**src/rtl/spi_responder.sv**
```systemverilog
// SPI mode-0 target: oversampled sclk/cs_n/mosi, MSB-first rx/tx words, back-to-back while cs_n low.
// Acts 3 clks after an input change is first sampled; tx_valid/tx_ready loads the holding register, rx has no backpressure.
module spi_responder #(
  parameter int DATA_W = 8
) (
  input  logic              clk,
  input  logic              rst_n,
  input  logic              sclk,
  input  logic              cs_n,
  input  logic              mosi,
  output logic              miso,
  output logic              miso_oe,
  input  logic [DATA_W-1:0] tx_data,
  input  logic              tx_valid,
  output logic              tx_ready,
  output logic [DATA_W-1:0] rx_data,
  output logic              rx_valid,
  output logic              tx_underrun,
  output logic              busy
);

  localparam int CNT_W = $clog2(DATA_W);

  typedef enum logic {IDLE, ACTIVE} state_t;

  state_t            state, state_nxt;
  logic              sclk_m, sclk_s, sclk_d;
  logic              cs_m, cs_s, cs_d;
  logic              mosi_m, mosi_s, mosi_d;
  logic              sclk_rise, sclk_fall, cs_fall, cs_rise;
  logic [DATA_W-1:0] hold, tx_shift, rx_shift;
  logic              full, word_done, word_start;
  logic [CNT_W-1:0]  bit_cnt;

  // Synchronizers stay out of reset so a reset while cs_n is low cannot fake an edge.
  always_ff @(posedge clk) begin
    sclk_m <= sclk;
    sclk_s <= sclk_m;
    sclk_d <= sclk_s;
    cs_m   <= cs_n;
    cs_s   <= cs_m;
    cs_d   <= cs_s;
    mosi_m <= mosi;
    mosi_s <= mosi_m;
    mosi_d <= mosi_s;
  end

  always_ff @(posedge clk) begin
    if (!rst_n) begin
      sclk_rise <= 1'b0;
      sclk_fall <= 1'b0;
      cs_fall   <= 1'b0;
      cs_rise   <= 1'b0;
      busy      <= 1'b0;
    end else begin
      sclk_rise <= sclk_s & ~sclk_d;
      sclk_fall <= ~sclk_s & sclk_d;
      cs_fall   <= ~cs_s & cs_d;
      cs_rise   <= cs_s & ~cs_d;
      busy      <= ~cs_d;
    end
  end

  always_ff @(posedge clk) begin
    if (!rst_n) state <= IDLE;
    else        state <= state_nxt;
  end

  always_comb begin
    state_nxt  = state;
    word_start = 1'b0;
    if (state == IDLE) begin
      if (cs_fall) begin
        state_nxt  = ACTIVE;
        word_start = 1'b1;
      end
    end else begin
      if (cs_rise) state_nxt = IDLE;
      else if (sclk_fall && word_done) word_start = 1'b1;
    end
  end

  always_ff @(posedge clk) begin
    if (!rst_n) begin
      hold        <= '0;
      full        <= 1'b0;
      tx_shift    <= '0;
      rx_shift    <= '0;
      rx_data     <= '0;
      rx_valid    <= 1'b0;
      tx_underrun <= 1'b0;
      bit_cnt     <= '0;
      word_done   <= 1'b0;
      miso_oe     <= 1'b0;
    end else begin
      rx_valid    <= 1'b0;
      tx_underrun <= 1'b0;
      if (word_start) begin
        if (full) begin
          tx_shift <= hold;
        end else begin
          tx_shift    <= '0;
          tx_underrun <= 1'b1;
        end
        full <= 1'b0;
      end
      // A same-cycle load wins over consumption and leaves the register full.
      if (tx_valid && tx_ready) begin
        hold <= tx_data;
        full <= 1'b1;
      end
      if (state == IDLE) begin
        if (cs_fall) begin
          bit_cnt   <= '0;
          rx_shift  <= '0;
          word_done <= 1'b0;
          miso_oe   <= 1'b1;
        end
      end else begin
        if (sclk_rise) begin
          rx_shift <= {rx_shift[DATA_W-2:0], mosi_d};
          if (bit_cnt == CNT_W'(DATA_W - 1)) begin
            rx_data   <= {rx_shift[DATA_W-2:0], mosi_d};
            rx_valid  <= 1'b1;
            bit_cnt   <= '0;
            word_done <= 1'b1;
          end else begin
            bit_cnt <= bit_cnt + CNT_W'(1);
          end
        end
        if (cs_rise) begin
          miso_oe   <= 1'b0;
          bit_cnt   <= '0;
          word_done <= 1'b0;
        end else if (sclk_fall) begin
          if (word_done) word_done <= 1'b0;
          else           tx_shift  <= tx_shift << 1;
        end
      end
    end
  end

  assign tx_ready = ~full;
  assign miso     = miso_oe & tx_shift[DATA_W-1];

endmodule
```
**config.mk**
```make
export PLATFORM = sky130hd
export DESIGN_NAME = spi_responder
export DESIGN_NICKNAME = d
export VERILOG_FILES = /design/src/rtl/spi_responder.sv
export SDC_FILE = /design/constraint.sdc
export NUM_CORES = 1
export LEC_CHECK = 0
export ABC_CLOCK_PERIOD_IN_PS = 3570
export CAP_MARGIN = 20
export CORE_ASPECT_RATIO = 0.9
export CORE_MARGIN = 2
export CORE_UTILIZATION = 50
export DETAILED_ROUTE_END_ITERATION = 8
export HOLD_SLACK_MARGIN = 0.15
export PLACE_DENSITY = 0.75
export SLEW_MARGIN = 20
export SYNTH_ARGS = -nofsm -noshare
export SYNTH_HDL_FRONTEND = slang
export SYNTH_SLANG_ARGS = --single-unit
export TNS_END_PERCENT = 50
```
**constraint.sdc**
```tcl
create_clock -name clk -period 3.57 [get_ports clk]
set_input_delay 0.5355 -clock clk [delete_from_list [all_inputs] [get_ports clk]]
set_output_delay 0.5355 -clock clk [all_outputs]
set_load 0.02 [all_outputs]
```
=== Word-level counts from Yosys, hierarchy flattened ===
Cells that the tools add are included.

* Bits in registers: 54
* Bits in latches: 0
* RAM bits: 0
* Memory bits (read-only): 0
* Output and inout port bits: 14
* Logic and storage cells: 84
* Memories: 0

* Add/subtract/negate cells: 1
* Multipliers: 0
* Divide/modulo/power cells: 0
* $lt $le $gt $ge: 0
* Equality and inequality tests: 4
* Shifts and indexed selects: 0
* Mux-type cells: 34
* Bitwise gates (word level): 10
* Reductions and logical operators: 10

{| class="wikitable"
|+ Operator list
! cell !! number
|-
| 2-to-1 mux 8 bit || 6
|-
| 2-to-1 mux 7 bit || 3
|-
| 2-to-1 mux 1 bit || 20
|-
| 2-to-1 mux 3 bit || 5
|-
| AND reduction 2 bit || 4
|-
| AND reduction 3 bit || 2
|-
| bitwise AND 1 bit || 5
|-
| inverter 1 bit || 5
|-
| != test 2 x 1 -> 1 bit, second input constant || 2
|-
| nonzero test 2 bit || 2
|-
| adder 3 x 1 -> 3 bit, second input constant || 1
|-
| equality test 3 bit, second input constant || 1
|-
| != test 3 x 1 -> 1 bit, second input constant || 1
|-
| logical AND 1 bit || 2
|}

=== Depth between registers and ports, before layout ===
* Word-level depth: 9
* Mapped depth: 6
* Mapped depth without buffers: 5

=== Least setup slack after synthesis ===
OpenSTA, ideal clock, no wires.

* Path kind: flip-flop to flip-flop
* Start point: reg bit_cnt[0]
* End point: reg rx_valid
* Setup time: 0.115 ns
* Arrival: 1.141 ns
* Data required time: 3.455 ns
* Slack: 2.314 ns
* Cell stages (with the launch flop): 6
* Buffers on the path: 1
* Path through: dfxtp_1 > ha_1 > ha_1 > and3_1 > buf_2 > and2_1

* Word-level cells in the longest chain between the ends: 2

{| class="wikitable"
|+ RTL lines
! element !! line !! source
|-
| start, declared || 33 || <nowiki>logic [CNT_W-1:0] bit_cnt;</nowiki>
|-
| start signal, assigned || 128 || <nowiki>bit_cnt <= bit_cnt + CNT_W'(1);</nowiki>
|-
| equality test 3 bit || 122 || <nowiki>if (bit_cnt == CNT_W'(DATA_W - 1)) begin</nowiki>
|-
| 2-to-1 mux 1 bit || 122 ||
|-
| end signal, assigned || 90 || <nowiki>rx_valid <= 1'b0;</nowiki>
|-
| end signal, assigned || 96 || <nowiki>rx_valid <= 1'b0;</nowiki>
|-
| end signal, assigned || 124 || <nowiki>rx_valid <= 1'b1;</nowiki>
|-
| end, declared || 17 || <nowiki>output logic rx_valid,</nowiki>
|}

No other way between the ends.
A chain may end at the register's enable or synchronous reset.

=== Worst setup path after layout ===
* Start point: reg state
* End point: reg tx_shift[4]

* Word-level cells in the longest chain between the ends: 6

{| class="wikitable"
|+ RTL lines
! element !! line !! source
|-
| start, declared || 26 || <nowiki>state_t state, state_nxt;</nowiki>
|-
| start signal, assigned || 66 || <nowiki>else state <= state_nxt;</nowiki>
|-
| 2-to-1 mux 1 bit || 72 || <nowiki>if (state == IDLE) begin</nowiki>
|-
| 2-to-1 mux 8 bit || 98 || <nowiki>if (word_start) begin</nowiki>
|-
| 2-to-1 mux 8 bit || 136 || <nowiki>if (word_done) word_done <= 1'b0;</nowiki>
|-
| 2-to-1 mux 8 bit || 135 || <nowiki>end else if (sclk_fall) begin</nowiki>
|-
| 2-to-1 mux 8 bit || 131 || <nowiki>if (cs_rise) begin</nowiki>
|-
| 2-to-1 mux 8 bit (*) || 112 || <nowiki>if (state == IDLE) begin</nowiki>
|-
| end signal, assigned || 100 || <nowiki>tx_shift <= hold;</nowiki>
|-
| end signal, assigned || 137 || <nowiki>else tx_shift <= tx_shift << 1;</nowiki>
|-
| end, declared || 31 || <nowiki>logic [DATA_W-1:0] hold, tx_shift, rx_shift;</nowiki>
|}

Mark *: on every way between the ends. The rest lies on a longest branch, timed or not.

==> impl_metrics.json <==
{
  "tightestPinTransition_ps": 990,
  "grt_pass1_wl_um": 6350,
  "pwr-share-seq_pct": 58.6,
  "design.core.area_um2": 4070,
  "clock-sinks": 54,
  "cp-start-kind": "flop",
  "cp.required_ps": 3720,
  "critical_path_arrival_ps": 2260,
  "chipHeight_um": 65.7,
  "hold_path_depth": 0,
  "routed_wire_length_per_instance_um": 12.0,
  "core.rowCount": 22,
  "gr_overflow_total": 0,
  "clockPowerShare_pct": 35.1,
  "syn2layout_area_growth_pct": 17.5,
  "fmaxAchievable_mhz": 473,
  "report.final.slew_viol_count": 0,
  "synthDistinctLibCells": 28,
  "clock_latency_ps": 300,
  "ys.flop_type": "dfxtp_1",
  "placedInstanceArea_um2": 2370,
  "ys_seq_area_share_pct": 51.2,
  "number_of_gates_resized_after_cts": 0,
  "power-per-cell-area_nw_per_um2": 435,
  "antenna_found_initial": 0,
  "cts_max_path_buffers": 2,
  "drc": 0,
  "design_power_total_mw": 1.08,
  "grt_setup_unrepaired": "no",
  "timing.final.setup_violations": 0,
  "place.port_buffers": 27,
  "relSlewSlack_pct": 33.8,
  "design.final.nets": 262,
  "antennaDiodeCount": 0,
  "fp.dieW_um": 72.5,
  "cap_violations": 0,
  "async_reset_ff_share_pct": 0,
  "cts.hold.buffers_added": 0,
  "timing.final.crit_share_pct": 59.2,
  "setup_skew_ps": 7.18,
  "power.internal_mw": 0.850,
  "area.sequential_um2": 1080,
  "htreeDepth": 2,
  "crit-reg2reg-launch": "state",
  "pwr-share-comb_pct": 6.3,
  "power.ir.vdd_worst_mv": 0.287,
  "p_leak_nw": 0.872,
  "synth_area_um2": 2110,
  "netlist_instances": 226,
  "regToRegSetupSlack_ps": 1460,
  "final.fill_count": 362,
  "ant_nets": 0,
  "via_count_normalized_by_instance_count": 5.26,
  "synth_enable_flop_cells": 0,
  "initial_utilization_pct": 51.9,
  "worst_setup_path_endpoint": "tx_shift[4]",
  "grt_util_overall_pct": 16.9,
  "gp_routability_congestion": 0.775,
  "worst-setup-path-type": "flop to flop",
  "cts_tree": "done",
  "cp-end-kind": "flop",
  "cts.reportedPaths.clkPinSlew_ps": 80,
  "timing.critical_path.from": "state",
  "dr.pass1.iters": 4,
  "die-area_um2": 4760,
  "finish.instance_area_um2": 2480,
  "pin_count": 28,
  "final_layout_size_suffix_gt1_share_pct": 6.88,
  "hpwl_um": 2370,
  "tns_ps": 0,
  "holdCritPathClass": "flop to flop",
  "cts.repair_timing.setup_buffer_count": 0,
  "min_period_ps": 2110,
  "final-hold-violation-count": 0,
  "synth_area_per_cell_um2": 9.35,
  "reg2regPathDepth": 3,
  "switching_share_pct": 21.4,
  "cts_inserted_buffers": 5,
  "postSynthNetCount": 242,
  "multi_input_area_um2": 951,
  "result_of_the_run": "complete, no violations",
  "vias_in_the_first_global_route": 1450,
  "worst_r2r_endpoint": "tx_shift[4]",
  "yosys_warnings": 0,
  "grt_start_max_net_pins": 35,
  "hold_path.startpoint": "cs_m",
  "vias": 1551,
  "drt_wl_total_um": 3530,
  "yosys_register_bits": 54,
  "initialDrtViolationCount": 84,
  "clockRootBuffer": "clkbuf_8",
  "timing.critical_path.fanout_max": 20,
  "power.switching_mw": 0.231
}
-- cell families after synthesis --
| group | Yosys count | share of synthesized area (%) |
|---|---|---|
| DFF | 54 | 51.2 |
| muxes | 1 | 0.651 |
| and+or+nand+nor | 96 | 21.8 |
| adders and majority gates | 2 | 1.18 |
| buffers and inverters | 16 | 3.85 |
| AOI/OAI and AO/OA | 57 | 21.4 |
-- synthesized netlist by cell type, types with 2 or more instances --
cell type   n  share of area [%]
a21boi_1   23                8.2
o21ai_1     7                1.7
a22oi_1     7                2.5
and3_1      2               0.59
ha_1        2                1.2
nand2b_1    4                1.2
nor2_1      4               0.71
nor3b_1     2               0.71
nand2_1    56                9.9
nand3_1    10                2.4
a21o_1      8                2.8
clkbuf_1    7                1.2
and3b_1     2               0.83
o21ai_0     4               0.95
and2_1      4                1.2
nor2b_1     9                2.7
buf_4       2               0.71
dfxtp_1    54                 51
buf_2       5                1.2
a41oi_2     6                4.6
-- worst min path at each step --
stage                     endpoint  slack (ps)
final                         cs_s         330
after global routing          cs_s         340
after floorplan               cs_s         310
after CTS                   mosi_d         330
after detailed placement    mosi_d         310
after global placement      mosi_s         310
-- final cells by class --
cell class	instances	share of cell area [%]
clock buffer	8	4.43
tap	48	2.42
inverter	1	0.151
sequential	54	43.5
timing repair buffer	28	11.2
multi-input combinational	156	38.3
-- through the flow --
step	hold slack [ps]	util, %	std cells	worst slack (ps)
final	333	61.0	295	1460
after CTS	334	61.0	295	1470
after detailed placement	312	58.3	287	1300
after floorplan	310	-	226	2310
after global placement	311	58.3	287	1350
after global routing	342	61.0	295	1260
-- cells in the final DEF (no fill, tap or decap), types with 4 or more instances in the layout --
| cell type | instances |
|---|---|
| a22oi_1 | 7 |
| a21o_1 | 8 |
| nand3_1 | 10 |
| clkbuf_8 | 8 |
| nor2_1 | 4 |
| nand2_1 | 56 |
| nand2b_1 | 4 |
| nor2b_1 | 9 |
| o21ai_0 | 4 |
| o21ai_1 | 7 |
| clkdlybuf4s50_1 | 27 |
| dfxtp_1 | 54 |
| a41oi_2 | 6 |
| a21boi_1 | 23 |
| and2_1 | 4 |
-- worst max-delay path: stages (launching register included) --
cell and delay [ps]:
dfxtp_1 730, nand4bb_1 690, o21ai_0 480, a41oi_2 60
-- layer usage --
| layer | global-route usage [%] | share of wire (%) |
|---|---|---|
| met3 | 3.68 | 3.8 |
| met1 | 22.8 | 51 |
| met4 | 8.10 | 1.8 |
| met5 | 0 | 0 |
| met2 | 25.7 | 43 |
-- sequential cells by signal (all words and copies together) (netlist names), 3 cells and up --
register,count
bit_cnt,3
hold,8
rx_data,8
rx_shift,7
tx_shift,8
-- power by group through the flow --
stage                     Clock (mW)  Sequential, mW  Combinational [mW]
after global routing           0.415           0.637              0.0753
after floorplan                    0           0.642              0.0460
after global placement             0           0.648              0.0674
final                          0.380           0.633              0.0677
after CTS                      0.393           0.634              0.0685
after detailed placement           0           0.648              0.0682
(Power assumes the default switching activity.)
